[config.mk]
export PLATFORM = sky130hd
export DESIGN_NAME = adc_cycle_reader
export DESIGN_NICKNAME = d
export VERILOG_FILES = /design/src/rtl/adc_cycle_reader.sv
export SDC_FILE = /design/constraint.sdc
export NUM_CORES = 1
export LEC_CHECK = 0
export ABC_AREA = 1
export ABC_CLOCK_PERIOD_IN_PS = 2000
export BUFFER_PORTS_ARGS = -buffer_cell sky130_fd_sc_hd__buf_2
export CAP_MARGIN = 20
export CORE_MARGIN = 5
export CORE_UTILIZATION = 56
export DETAILED_ROUTE_END_ITERATION = 16
export HOLD_SLACK_MARGIN = 0.12
export PLACE_DENSITY = 0.77
export SYNTH_ARGS = -nofsm -noshare
export SYNTH_HDL_FRONTEND = slang
export SYNTH_SLANG_ARGS = --single-unit
[constraint.sdc]
create_clock -name clk -period 2 [get_ports clk]
set_input_delay 0.2 -clock clk [delete_from_list [all_inputs] [get_ports clk]]
set_output_delay 0.2 -clock clk [all_outputs]
set_load 0.03 [all_outputs]
[src/rtl/adc_cycle_reader.sv]
// Conversion sequencer and synchronous-demodulation accumulator for an SPI-read ADC.
// Runs one measurement cycle per start command and returns two half-period sums or one raw sample.
module adc_cycle_reader #(
   parameter int unsigned OUTPUT_DATA_WIDTH = 24,
   parameter int unsigned ADC_BITS          = 18,
   parameter int unsigned SAMPLES_PER_CYCLE = 64,
   parameter int unsigned SCK_HALF          = 1
) (
   input  logic                         clk,
   input  logic                         rst,
   input  logic                         sample_adc,
   input  logic                         start_cycle_conv,
   input  logic                         halfcycle,
   input  logic                         read_diapason,
   output logic                         complete,
   output logic [OUTPUT_DATA_WIDTH-1:0] data_out_1,
   output logic [OUTPUT_DATA_WIDTH-1:0] data_out_2,
   output logic                         cnv,
   input  logic                         adc_busy,
   input  logic                         miso,
   output logic                         sck
);

   localparam int unsigned CNT_W = $clog2(SAMPLES_PER_CYCLE + 1);
   localparam int unsigned BIT_W = $clog2(ADC_BITS + 1);
   localparam int unsigned PH_W  = (SCK_HALF > 1) ? $clog2(SCK_HALF) : 1;
   localparam int unsigned EXT_W = OUTPUT_DATA_WIDTH - ADC_BITS;

   typedef enum logic [2:0] {
      S_IDLE, S_ARMED, S_CNV, S_WAIT_BUSY, S_SHIFT, S_ACCUM, S_DONE
   } state_t;

   state_t                         state;
   logic                           busy_meta, busy_sync;
   logic                           probe, half_sel;
   logic [OUTPUT_DATA_WIDTH-1:0]   acc1, acc2;
   logic [CNT_W-1:0]               cnt;
   logic [1:0]                     timer;
   logic [PH_W-1:0]                ph;
   logic [BIT_W-1:0]               bit_cnt;
   logic [ADC_BITS-1:0]            shreg;
   logic [OUTPUT_DATA_WIDTH-1:0]   sample_ext, acc1_sum, acc2_sum;
   logic [CNT_W-1:0]               cnt_inc;

   // Sign-extended sample and the candidate sums for the ACCUM step
   always_comb begin
      sample_ext = {{EXT_W{shreg[ADC_BITS-1]}}, shreg};
      acc1_sum   = acc1 + sample_ext;
      acc2_sum   = acc2 + sample_ext;
      cnt_inc    = cnt + CNT_W'(1);
   end

   always_ff @(posedge clk) begin
      if (rst) begin
         busy_meta <= 1'b0;
         busy_sync <= 1'b0;
      end else begin
         busy_meta <= adc_busy;
         busy_sync <= busy_meta;
      end
   end

   always_ff @(posedge clk) begin
      if (rst) begin
         state      <= S_IDLE;
         probe      <= 1'b0;
         half_sel   <= 1'b0;
         acc1       <= '0;
         acc2       <= '0;
         cnt        <= '0;
         timer      <= '0;
         ph         <= '0;
         bit_cnt    <= '0;
         shreg      <= '0;
         complete   <= 1'b0;
         data_out_1 <= '0;
         data_out_2 <= '0;
         cnv        <= 1'b0;
         sck        <= 1'b0;
      end else begin
         complete <= 1'b0;
         case (state)
            S_IDLE: begin
               if (start_cycle_conv) begin
                  probe <= read_diapason;
                  acc1  <= '0;
                  acc2  <= '0;
                  cnt   <= '0;
                  state <= S_ARMED;
               end
            end
            S_ARMED: begin
               if (sample_adc) begin
                  half_sel <= halfcycle;
                  cnv      <= 1'b1;
                  timer    <= '0;
                  state    <= S_CNV;
               end
            end
            S_CNV: begin
               if (timer == 2'd1) begin
                  cnv   <= 1'b0;
                  timer <= '0;
                  state <= S_WAIT_BUSY;
               end else begin
                  timer <= timer + 2'd1;
               end
            end
            S_WAIT_BUSY: begin
               // Minimum dwell of three clocks before trusting the synchronized busy
               if (timer != 2'd2) begin
                  timer <= timer + 2'd1;
               end else if (!busy_sync) begin
                  sck     <= 1'b1;
                  ph      <= '0;
                  bit_cnt <= '0;
                  state   <= S_SHIFT;
               end
            end
            S_SHIFT: begin
               if (ph != PH_W'(SCK_HALF - 1)) begin
                  ph <= ph + PH_W'(1);
               end else begin
                  ph <= '0;
                  if (sck) begin
                     shreg   <= {shreg[ADC_BITS-2:0], miso};
                     bit_cnt <= bit_cnt + BIT_W'(1);
                     sck     <= 1'b0;
                  end else if (bit_cnt == BIT_W'(ADC_BITS)) begin
                     state <= S_ACCUM;
                  end else begin
                     sck <= 1'b1;
                  end
               end
            end
            S_ACCUM: begin
               cnt <= cnt_inc;
               if (!half_sel) acc1 <= acc1_sum;
               else           acc2 <= acc2_sum;
               // Outputs load here so they are valid alongside the complete pulse
               if (probe || cnt_inc == CNT_W'(SAMPLES_PER_CYCLE)) begin
                  complete   <= 1'b1;
                  data_out_1 <= probe ? sample_ext : (half_sel ? acc1 : acc1_sum);
                  data_out_2 <= probe ? '0 : (half_sel ? acc2_sum : acc2);
                  state      <= S_DONE;
               end else begin
                  state <= S_ARMED;
               end
            end
            S_DONE:  state <= S_IDLE;
            default: state <= S_IDLE;
         endcase
      end
   end

endmodule

==> reports/results.ini <==
[critical_path]
worst-path-buf-inv=1
cp_max_fo=4
cp.arrival_ns=2.30
cpMaxStageDelayCell=fa_2
r2r-end=acc1[10]
critPathTopFamily=simple AND/OR/NAND/NOR gates
reg2reg_from=shreg[0]
max_stage_delay_ns=0.42
cp_data_required_time_ns=2.30
crit_path_end_kind=flop
start_kind=flop
ff2ff_setup_slack_ns=0.004
path_cells=ha_4, fa_2, buf_4, nand3_1, nand3b_1, or2_4, nand3_1, nand2_1, nand2_1, a21oi_1
ff2ff_path_depth=10
worstSetupPathType=flop to flop

[yosys]
synth_cell_type_count=38
yosys_warnings=0
synthCells=1521
synth_area_per_cell_sq_um=6.07
synth_area_sq_mm=0.00923
synth_edf_count=0
synthArstFlopShare_pct=0
synth_fp_nets=1583
yosysSeqAreaShare_pct=29.9
synth_ff_type=dfxtp_1
yosys_register_bits=138

[cells_and_area]
antennaDiodeCount=0
mostFrequentLayoutCell=nand2_1
synthToLayoutAreaGrowth_pct=31.0
drive_gt1_share_pct=24.7
layout_common_cells=493 x nand2_1, 184 x inv_1, 140 x a21oi_1, 118 x nand3_1, 115 x dfxtp_1
utilization_pct=73.9
design_area_sq_mm=0.0121
final_nets=1719

[timing]
rsz0062_at_grt=true
fin_skew_ns=0.00976
finalCriticalPeriod_ns=2.00
setup_ws_ns=0.00368
period_share_pct=99.8
slew_viol_final=0
fmax_ghz=0.501
hold_ws_ns=0.112
hold_viol_final=0
worst-slew-pin-transition_ns=0.672
finalSetupViolations=0
max-slew-margin-rel_pct=55.2

[global_route]
grt_max_degree=99
grt_pass1_wl_um=44600
gr-total-overflow=0
grt_pass1_vias=9144
antenna_found_initial=0
grt.total_usage_pct=27.9

[clock_tree]
cts_buffers=17
cts.path.max_buffers=2
root_buffer=clkbuf_16
htree_levels=4
cts_tree=built
clkTransAtPathRegs_ns=0.06
clk_latency_ns=0.43
cts_sinks=138

[placement]
dp_hpwl_um=19700
place_area_sq_mm=0.0103
numPortBuffers=58
place.gp.congestion=0.943
dpl_worst_slack_ns=-0.112

[detailed_routing]
vias=10400
wl_per_cell_um=15.8
ant_nets=0
first_pass_iters=6
wl_um=29800
first_iter_violations=1003
drc=0
routed_via_density=5.48

[die]
die_x_um=138
io_pins=59
rows=47
die_y_um=138
start_util_pct=56.4
core_area_sq_mm=0.0163
die-area_sq_mm=0.0191

[power]
leakage_uw=0.00557
worst_ir_drop_vdd_uv=656
powerDensity_mw_per_mm2=613

[worst_hold_path]
hold_class=primary input to flop
min_from=sample_adc
hold_end=cnv
hold_depth=3

[job]
drv_cap=0

[outcome]
status=finished, final reports clean

## synthesized netlist by cell type, types with 2 or more instances
master | number | area share (%)
nand2_1 | 524 | 21
inv_1 | 185 | 7.5
a21oi_1 | 165 | 8.9
dfxtp_1 | 138 | 30
nand3_1 | 131 | 7.1
nor2_1 | 108 | 4.4
o21ai_0 | 58 | 3.1
ha_1 | 52 | 7.1
clkbuf_1 | 36 | 1.5
or2_2 | 31 | 2.1
nand4_1 | 16 | 1.1
buf_2 | 8 | 0.43
nand3b_1 | 8 | 0.65
inv_2 | 7 | 0.28
xnor2_1 | 7 | 0.66
nor3_1 | 6 | 0.33
o21ai_1 | 4 | 0.22
a21o_1 | 3 | 0.24
and2_1 | 3 | 0.20
buf_4 | 3 | 0.24
buf_6 | 3 | 0.37
xor2_1 | 3 | 0.28
a211oi_1 | 2 | 0.16
fa_1 | 2 | 0.43
nand2_2 | 2 | 0.14
nor4_1 | 2 | 0.14
o21bai_1 | 2 | 0.16
o22ai_1 | 2 | 0.14
## per-layer routing
layer  up-vias  GRT usage, %  wire length, um
li1       5145             -                -
met1      4700          38.6            12700
met3        83          4.21             2290
met2       432          45.7            14200
met4         0          7.49              725
met5         -             0                0
## worst register-to-register path: stages, from the launching register on
cell,delay (ns)
dfxtp_4,0.36
ha_4,0.17
fa_2,0.42
buf_4,0.15
nand3_1,0.08
nand3b_1,0.16
or2_4,0.27
nand3_1,0.07
nand2_1,0.07
nand2_1,0.06
a21oi_1,0.07
## worst max path at each step
stage              from             end  slack (ns)  cells after the start
2_1_floorplan   acc2[0]         acc2[8]        0.08                     11
3_3_place_gp   shreg[0]   data_out_1[8]       -0.08                     12
3_5_place_dp   shreg[0]   data_out_1[6]       -0.11                     11
5_1_grt        shreg[0]        acc1[14]       -0.09                     13
6_report       shreg[0]        acc1[10]       0.004                     10
4_1_cts        shreg[4]  data_out_1[15]     -0.0005                     11
## stage by stage
stage,power [uW],setup TNS (ns),cells
4_1_cts,7320,-0.000496,1874
3_3_place_gp,4150,-0.569,1836
2_1_floorplan,3780,0,1521
3_5_place_dp,4170,-1.29,1836
6_report,7410,0,1890
5_1_grt,7680,-2.82,1890
## report_power, final
part | internal (uW) | switching [uW] | total, uW
Combinational | 421 | 941 | 1360
Sequential | 2790 | 64.1 | 2860
Clock | 1820 | 1370 | 3190
Total | 5030 | 2380 | 7410
## registers in the layout, indices dropped and copies added (netlist names), 2 cells and up
signal	count
shreg	18
state	3
cnt	7
data_out_2	24
timer	2
acc2	24
data_out_1	24
bit_cnt	5
acc1	24
## cell families after synthesis
logic type,count (synthesis),synth area share (%)
AOI/OAI and AO/OA,239,13.3
xor gates and xnor gates,10,0.949
buffers and inverters,243,10.4
DFF,138,29.9
adders and majority gates,54,7.48
and+or+nand+nor,837,38.0
## repair_timing
item / 4_1_cts / 5_1_grt
endpoints found under the setup margin: 47 / 92
endpoints found under the hold margin: 6 / 0
pin swaps: 1 / 37
hold buffers: 6 / 0
resized for setup: 19 / 197
gates cloned: 0 / 4
setup buffers: 0 / 12
## area by class of cell
| cell class | instances | area, sq um |
|---|---|---|
| Inverter | 192 | 723 |
| Sequential cell | 138 | 2800 |
| Tap cell | 220 | 275 |
| Multi-Input combinational cell | 1141 | 6420 |
| Fill cell | 1336 | 4260 |
| Clock buffer | 20 | 457 |
| Clock inverter | 12 | 128 |
| Timing Repair Buffer | 167 | 1280 |
Note: power is estimated with default switching activity, not from simulation.
